[config.mk]
export PLATFORM = sky130hd
export DESIGN_NAME = edge_bbox_stat
export DESIGN_NICKNAME = d
export VERILOG_FILES = /design/src/rtl/edge_bbox_stat.sv
export SDC_FILE = /design/constraint.sdc
export NUM_CORES = 1
export LEC_CHECK = 0
export ABC_CLOCK_PERIOD_IN_PS = 4900
export CORE_AREA = 2 2 130 132
export CTS_BUF_LIST = sky130_fd_sc_hd__clkbuf_8 sky130_fd_sc_hd__clkbuf_16
export DETAILED_ROUTE_END_ITERATION = 7
export DIE_AREA = 0 0 132 134
export SLEW_MARGIN = 10
export SYNTH_ARGS = -nofsm -noshare
export SYNTH_HDL_FRONTEND = slang
export SYNTH_SLANG_ARGS = --single-unit
[constraint.sdc]
create_clock -name clk -period 4.9 [get_ports clk]
set_clock_uncertainty 0.05 [all_clocks]
set_input_delay 0.735 -clock clk [delete_from_list [all_inputs] [get_ports clk]]
set_output_delay 0.735 -clock clk [all_outputs]
set_load 0.02 [all_outputs]
[src/rtl/edge_bbox_stat.sv]
// Per-frame edge statistics behind the Sobel stage: counts edge pixels (sobel == 0),
// tracks their bounding box, and publishes the results with a one-cycle stat_done pulse.
module edge_bbox_stat #(
  parameter int IMG_WIDTH    = 640,
  parameter int IMG_HEIGHT   = 480,
  parameter int X_W          = 10,
  parameter int Y_W          = 10,
  parameter int CNT_W        = 19,
  parameter int MIN_EDGE_CNT = 16
) (
  input  logic             clk,
  input  logic             reset_n,
  input  logic             sobel,
  input  logic             sobel_valid,
  input  logic             sobel_hsync,
  input  logic             sobel_vsync,
  output logic [X_W-1:0]   bbox_x_min,
  output logic [X_W-1:0]   bbox_x_max,
  output logic [Y_W-1:0]   bbox_y_min,
  output logic [Y_W-1:0]   bbox_y_max,
  output logic [CNT_W-1:0] edge_count,
  output logic             bbox_found,
  output logic             frame_err,
  output logic             stat_done
);

  typedef enum logic [1:0] {IDLE, ACTIVE, DONE} state_t;

  localparam logic [X_W-1:0]   X_LAST  = X_W'(IMG_WIDTH - 1);
  localparam logic [Y_W-1:0]   Y_LAST  = Y_W'(IMG_HEIGHT - 1);
  localparam logic [CNT_W-1:0] CNT_MAX = '1;
  localparam logic [CNT_W-1:0] CNT_MIN = CNT_W'(MIN_EDGE_CNT);

  state_t           state;
  logic             hsync_d, vsync_d;
  logic [X_W-1:0]   x;
  logic [Y_W-1:0]   y;
  logic             x_full, y_full, line_px, rise_pend;
  logic [X_W-1:0]   acc_xmin, acc_xmax;
  logic [Y_W-1:0]   acc_ymin, acc_ymax;
  logic [CNT_W-1:0] acc_cnt;
  logic             acc_err;

  logic accept, edge_px, vsync_rise, hsync_fall, y_step, x_ovf, y_ovf;

  assign accept     = sobel_valid & sobel_hsync & sobel_vsync;
  assign edge_px    = accept & ~sobel;
  assign vsync_rise = sobel_vsync & ~vsync_d;
  assign hsync_fall = hsync_d & ~sobel_hsync;
  assign y_step     = hsync_fall & sobel_vsync & line_px;
  // The last column/line is legal once; only a second hit at the held coordinate overflows.
  assign x_ovf      = accept & (x == X_LAST) & x_full;
  assign y_ovf      = y_step & (y == Y_LAST) & y_full & ~vsync_rise;

  always_ff @(posedge clk or negedge reset_n) begin
    if (!reset_n) begin
      hsync_d <= 1'b0;
      // NOTE: vsync_d resets high so a frame already in progress at reset release
      // does not look like a fresh vsync rise.
      vsync_d <= 1'b1;
      x       <= '0;
      x_full  <= 1'b0;
      y       <= '0;
      y_full  <= 1'b0;
      line_px <= 1'b0;
    end else begin
      hsync_d <= sobel_hsync;
      vsync_d <= sobel_vsync;

      if (!sobel_hsync) begin
        x      <= '0;
        x_full <= 1'b0;
      end else if (accept) begin
        if (x == X_LAST) x_full <= 1'b1;
        else             x      <= x + 1'b1;
      end

      if (hsync_fall)  line_px <= 1'b0;
      else if (accept) line_px <= 1'b1;

      if (vsync_rise) begin
        y      <= '0;
        y_full <= 1'b0;
      end else if (y_step) begin
        if (y == Y_LAST) y_full <= 1'b1;
        else             y      <= y + 1'b1;
      end
    end
  end

  always_ff @(posedge clk or negedge reset_n) begin
    if (!reset_n) begin
      state      <= IDLE;
      rise_pend  <= 1'b0;
      acc_xmin   <= '0;
      acc_xmax   <= '0;
      acc_ymin   <= '0;
      acc_ymax   <= '0;
      acc_cnt    <= '0;
      acc_err    <= 1'b0;
      bbox_x_min <= '0;
      bbox_x_max <= '0;
      bbox_y_min <= '0;
      bbox_y_max <= '0;
      edge_count <= '0;
      bbox_found <= 1'b0;
      frame_err  <= 1'b0;
      stat_done  <= 1'b0;
    end else begin
      // NOTE: default-low here turns the DONE assignment into a single-cycle pulse.
      stat_done <= 1'b0;

      // A rise seen while still closing the previous frame is remembered for IDLE.
      if (vsync_rise && state != IDLE) rise_pend <= 1'b1;

      case (state)
        IDLE: begin
          rise_pend <= 1'b0;
          if (vsync_rise || (rise_pend && vsync_d)) begin
            state    <= ACTIVE;
            acc_xmin <= X_LAST;
            acc_xmax <= '0;
            acc_ymin <= Y_LAST;
            acc_ymax <= '0;
            acc_cnt  <= '0;
            acc_err  <= 1'b0;
          end
        end

        ACTIVE: begin
          if (!vsync_d) begin
            state <= DONE;
          end else begin
            if (edge_px) begin
              if (x < acc_xmin) acc_xmin <= x;
              if (x > acc_xmax) acc_xmax <= x;
              if (y < acc_ymin) acc_ymin <= y;
              if (y > acc_ymax) acc_ymax <= y;
              if (acc_cnt != CNT_MAX) acc_cnt <= acc_cnt + 1'b1;
            end
            if (x_ovf || y_ovf) acc_err <= 1'b1;
          end
        end

        DONE: begin
          state      <= IDLE;
          stat_done  <= 1'b1;
          edge_count <= acc_cnt;
          frame_err  <= acc_err;
          if (acc_cnt >= CNT_MIN) begin
            bbox_found <= 1'b1;
            bbox_x_min <= acc_xmin;
            bbox_x_max <= acc_xmax;
            bbox_y_min <= acc_ymin;
            bbox_y_max <= acc_ymax;
          end else begin
            bbox_found <= 1'b0;
            bbox_x_min <= '0;
            bbox_x_max <= '0;
            bbox_y_min <= '0;
            bbox_y_max <= '0;
          end
        end

        default: state <= IDLE;
      endcase
    end
  end

endmodule

# Word level (Yosys, flattened, before mapping)
# Index checks and enable logic that the tools add are counted.
[totals]
reg_bits = 150
input_bits = 6
out_inout_bits = 62
elab_cells = 141
[classes]
addsub = 3
magnitude_cmp = 5
eq_ne = 19
muxes = 53
bitwise = 16
n_reduce_logical = 22
[op_table]
columns = ["operator", "count"]
rows = [
  ["$mux W10", 25],
  ["$pmux W10 S2", 4],
  ["$mux W19", 4],
  ["$pmux W19 S2", 1],
  ["$reduce_and A5 Y1", 5],
  ["$ne A2 B2 Y1 const B", 12],
  ["$add A10 B1 Y10 const B", 2],
  ["$gt A10 B10 Y1", 2],
  ["$lt A10 B10 Y1", 2],
  ["$add A19 B1 Y19 const B", 1],
  ["$ge A19 B5 Y1 const B", 1],
  ["$ne A19 B19 Y1 const B", 1],
  ["$mux W1", 15],
  ["$and A1 B1 Y1", 12],
  ["$reduce_bool A2 Y1", 6],
  ["$eq A10 B10 Y1 const B", 1],
  ["$eq A10 B9 Y1 const B", 1],
  ["$reduce_and A2 Y1", 5],
  ["$mux W2", 2],
  ["$ne A2 B1 Y1 const B", 2],
  ["$not A1 Y1", 4],
  ["$pmux W2 S2", 1],
  ["$reduce_and A4 Y1", 1],
  ["$eq A2 B1 Y1 const B", 1],
  ["other kinds (5)", 7],
]

# Longest topological paths before layout
[logic_depth]
depth_word = 11
ltp_mapped = 8
ltp_nobuf = 7

# Worst setup path before layout
# No wires, ideal clock.
[synth_path]
path_kind = "input port to flip-flop"
startpoint = "input sobel_valid"
endpoint = "register acc_cnt[11]"
setup_time_ns = 0.078
arrival_ns = 2.226
t_required_ns = 4.772
setup_slack_ns = 2.546
stages = 6
path_buffers = 1
cell_sequence = "nand2_1 -> or4_4 -> a22o_1 -> buf_6 -> or3_1 -> a21oi_1"
[synth_via]
elab_chain_len = 5
[synth_rtl]
columns = ["element", "line", "source"]
rows = [
  ["start: declaration", "14", "input logic sobel_valid,"],
  ["$and A1 B1 Y1 (2 in series)", "46", "assign accept = sobel_valid & sobel_hsync & sobel_vsync;"],
  ["$and A1 B1 Y1", "47", "assign edge_px = accept & ~sobel;"],
  ["$ne A2 B2 Y1 (no line)", "-", ""],
  ["$reduce_and A5 Y1 (no line)", "-", ""],
  ["end signal: assignment", "139", "if (acc_cnt != CNT_MAX) acc_cnt <= acc_cnt + 1'b1;"],
  ["end: declaration", "41", "logic [CNT_W-1:0] acc_cnt;"],
]
# Every way passes these cells.
# A chain may end at the register's enable or synchronous reset.

# Final worst setup path
[layout_path]
startpoint = "input sobel_vsync"
endpoint = "register acc_cnt[5]"
[layout_via]
elab_chain_len = 4
elab_cells_between_ends = 7
classes_between = "eq/ne: 2; bitwise: 3; reduce/logical: 2"
[layout_rtl]
columns = ["element", "line", "source"]
rows = [
  ["start: declaration", "16", "input logic sobel_vsync,"],
  ["$and A1 B1 Y1, on equally long branches", "46, 48", ""],
  ["$and A1 B1 Y1 / $logic_or A1 B1 Y1 (equally long branches)", "47, 119", ""],
  ["$ne A2 B2 Y1 (no line)", "-", ""],
  ["$reduce_and A5 Y1 (no line) *", "-", ""],
]
# Every way passes the cells marked *; elsewhere a longest branch is shown, timed or not.

==> impl_metrics.toml <==
[yosys]
synthCells = 660
ys_ff_latch = 150
avgSynthCellArea_um2 = 10.92
yosysSeqAreaShare_pct = 52.10
synthFlopType = "dfrtp_1"
async_flop_share_pct = 100.0
synth.yosys.warnings = 0
synth.area.top_cells = "dfrtp_1, ha_1, a22o_1"
synth_cell_types = 55
yosys.area.top_type = "dfrtp_1"
synth_edf_count = 0
netlist.area_leader.share_pct = 51.74
synth_nets = 708
syn-cell-area_mm2 = 0.007207

[clock_tree]
postCtsSetupBuffers = 0
clock_insertion_delay_worst_skew_ns = 0.42
cts_resized = 0
cts.sinks = 150
clock_path_buffers = 2
clockRootBuffer = "clkbuf_16"
htree_levels = 4
holdBufCountCts = 0
numCtsBuffers = 17
cts_tree = "built"
clk_pin_slew_ns = 0.06

[place]
place_congestion = 0.8648
dpl.hpwl_um = 10970
dp_slack_ns = 1.325
dp.cells = 923
io_buffers = 67

[global_routing]
globalRoute.totalOverflow = 0
grt_start_max_net_pins = 117
grt_pass1_wl_um = 27820
antenna_found_initial = 0
grt_pass1_vias = 5511
grtUsageTotal_pct = 19.53

[critical_path]
worstPathRequired_ns = 5.19
slowest_delay_ns = 0.68
crit_chain = "clkdlybuf4s50_1, mux2i_1, or3_1, a22o_1, or4_1, a21oi_1"
critPathSlowestCell = "or3_1"
crit_buf_inv = 1
critPathLaunchType = "input port"
crit_type = "in2reg"
critPathTopFamily = "simple AND/OR/NAND/NOR gates"
crit_arrival_ns = 3.47
crit_path_end_kind = "flop"
path_max_fanout = 26

[floorplan]
core_area_mm2 = 0.01629
dieArea_mm2 = 0.01769
rows = 47
initial_core_util_pct = 44.24
die_y_um = 134
die_x_um = 132
ios = 68

[sta]
final_max_slew_viol_count = 0
fmax_mhz = 314.8
final.setup.worst_slack_ns = 1.724
timing.final.crit_share_pct = 64.83
finalWorstPathRequiredPeriod_ns = 3.176
slew_headroom_pct = 27.18
rsz0062_at_grt = "false"
hold_viol_final = 0
setup_tns_ns = 0
setup_violations = 0
tightest_slew_ns = 1.092

[finish]
layout_commonest_cell = "dfrtp_1"
drive_gt1_share_pct = 8.731
fin_util_pct = 53.35
top_regs = "acc_cnt: 19 flops, edge_count: 19 flops"
layout_common_cells = "dfrtp_1, clkdlybuf4s50_1, inv_1, a22o_1, ha_1"
fin_cells = 953
nets = 770
area_delta_synth_final_pct = 20.57
diodes = 0

[run_status]
status = "complete, no violations"

[route]
viasPerCell = 5.636
drt_iter0_markers = 423
ant_nets = 0
drc_errors = 0
via_count = 5371
avgRoutedWirePerCell_um = 17.28
firstDrtPassIters = 4
wl_um = 16470

[flow_run]
max_cap_viol_count = 0

[power_and_ir_drop]
ir_worst_vdd_uv = 261.4
leakagePower_nw = 3.865
p_per_area_mw_per_mm2 = 406.0

[min_path]
hp-class = "in2async"
## power by group
part,switching [mW],leakage [nW],internal (mW)
Clock,0.499,0.291,0.815
Combinational,0.431,1.59,0.304
Sequential,0.106,1.99,1.37
Total,1.04,3.87,2.49
## final timing paths
path,start,endpoint,slack [ns],cells after the start
max in group asynchronous,reset_n,bbox_y_min[2],3.37,2
min reg2reg,hsync_d,line_px,0.43,1
max reg2reg,vsync_d,acc_cnt[5],2.05,5
max,sobel_vsync,acc_cnt[5],1.72,6
min in group clk,hsync_d,line_px,0.43,1
min,reset_n,edge_count[8],0.37,1
## layer usage
metal,GRT usage [%],share of wire (%),wire length [um]
met2,31.45,48,7962
met1,26.25,47,7766
met4,7.186,0.93,154
met3,4.044,3.6,588
met5,0,0,0
## worst register-to-register path, cell delays in order (launching register included)
cell and delay [ns]:
dfstp_2 0.58, mux2i_1 0.13, or3_1 0.68, a22o_1 0.60, or4_1 0.58, a21oi_1 0.17
## synth_stat cells (3+ instances only)
master / n
o21ai_0: 27
and4_1: 4
and2_1: 12
buf_1: 3
nand2b_1: 5
nand3_1: 17
nor3_2: 3
inv_1: 60
a22o_1: 43
nand4_1: 12
nor3_1: 8
a211oi_1: 5
or4_1: 7
and3_1: 7
a32o_1: 20
nand2_1: 38
a2111oi_0: 5
a21oi_1: 23
o32ai_1: 4
nor2b_1: 3
xor2_1: 3
mux2_2: 16
xnor2_1: 14
a22oi_1: 9
ha_1: 42
o31ai_1: 8
nor4_1: 6
or3_1: 6
o41ai_1: 3
nor2_1: 35
o21a_1: 3
o32a_1: 8
mux2i_1: 3
clkbuf_1: 24
dfrtp_1: 149
## through the flow
step | power, mW | hold WS, ns | area [um2]
detailed placement | 2.241 | 0.4207 | 8103
global route | 3.700 | 0.4595 | 8690
global placement | 2.219 | 0.3941 | 8103
finish | 3.528 | 0.3658 | 8690
floorplan | 1.931 | 0.3850 | 7207
CTS | 3.567 | 0.4317 | 8690
## area by class of cell
class	count	area, um2
multi-input combinational	420	3131
timing repair buffer	73	716.9
fill	1458	7600
clock inverter	11	133.9
tap	220	275.3
clock buffer	19	452.9
inverter	60	225.2
sequential	150	3755
## kinds of logic after synthesis
logic type	Yosys count	share of synthesized area, %
simple gates	175	13.18
compound gates	167	17.62
flops	150	52.10
buf+inv	90	4.826
fa+ha+maj	42	7.292
mux	19	2.917
xor+xnor	17	2.066
(Power assumes the default switching activity.)
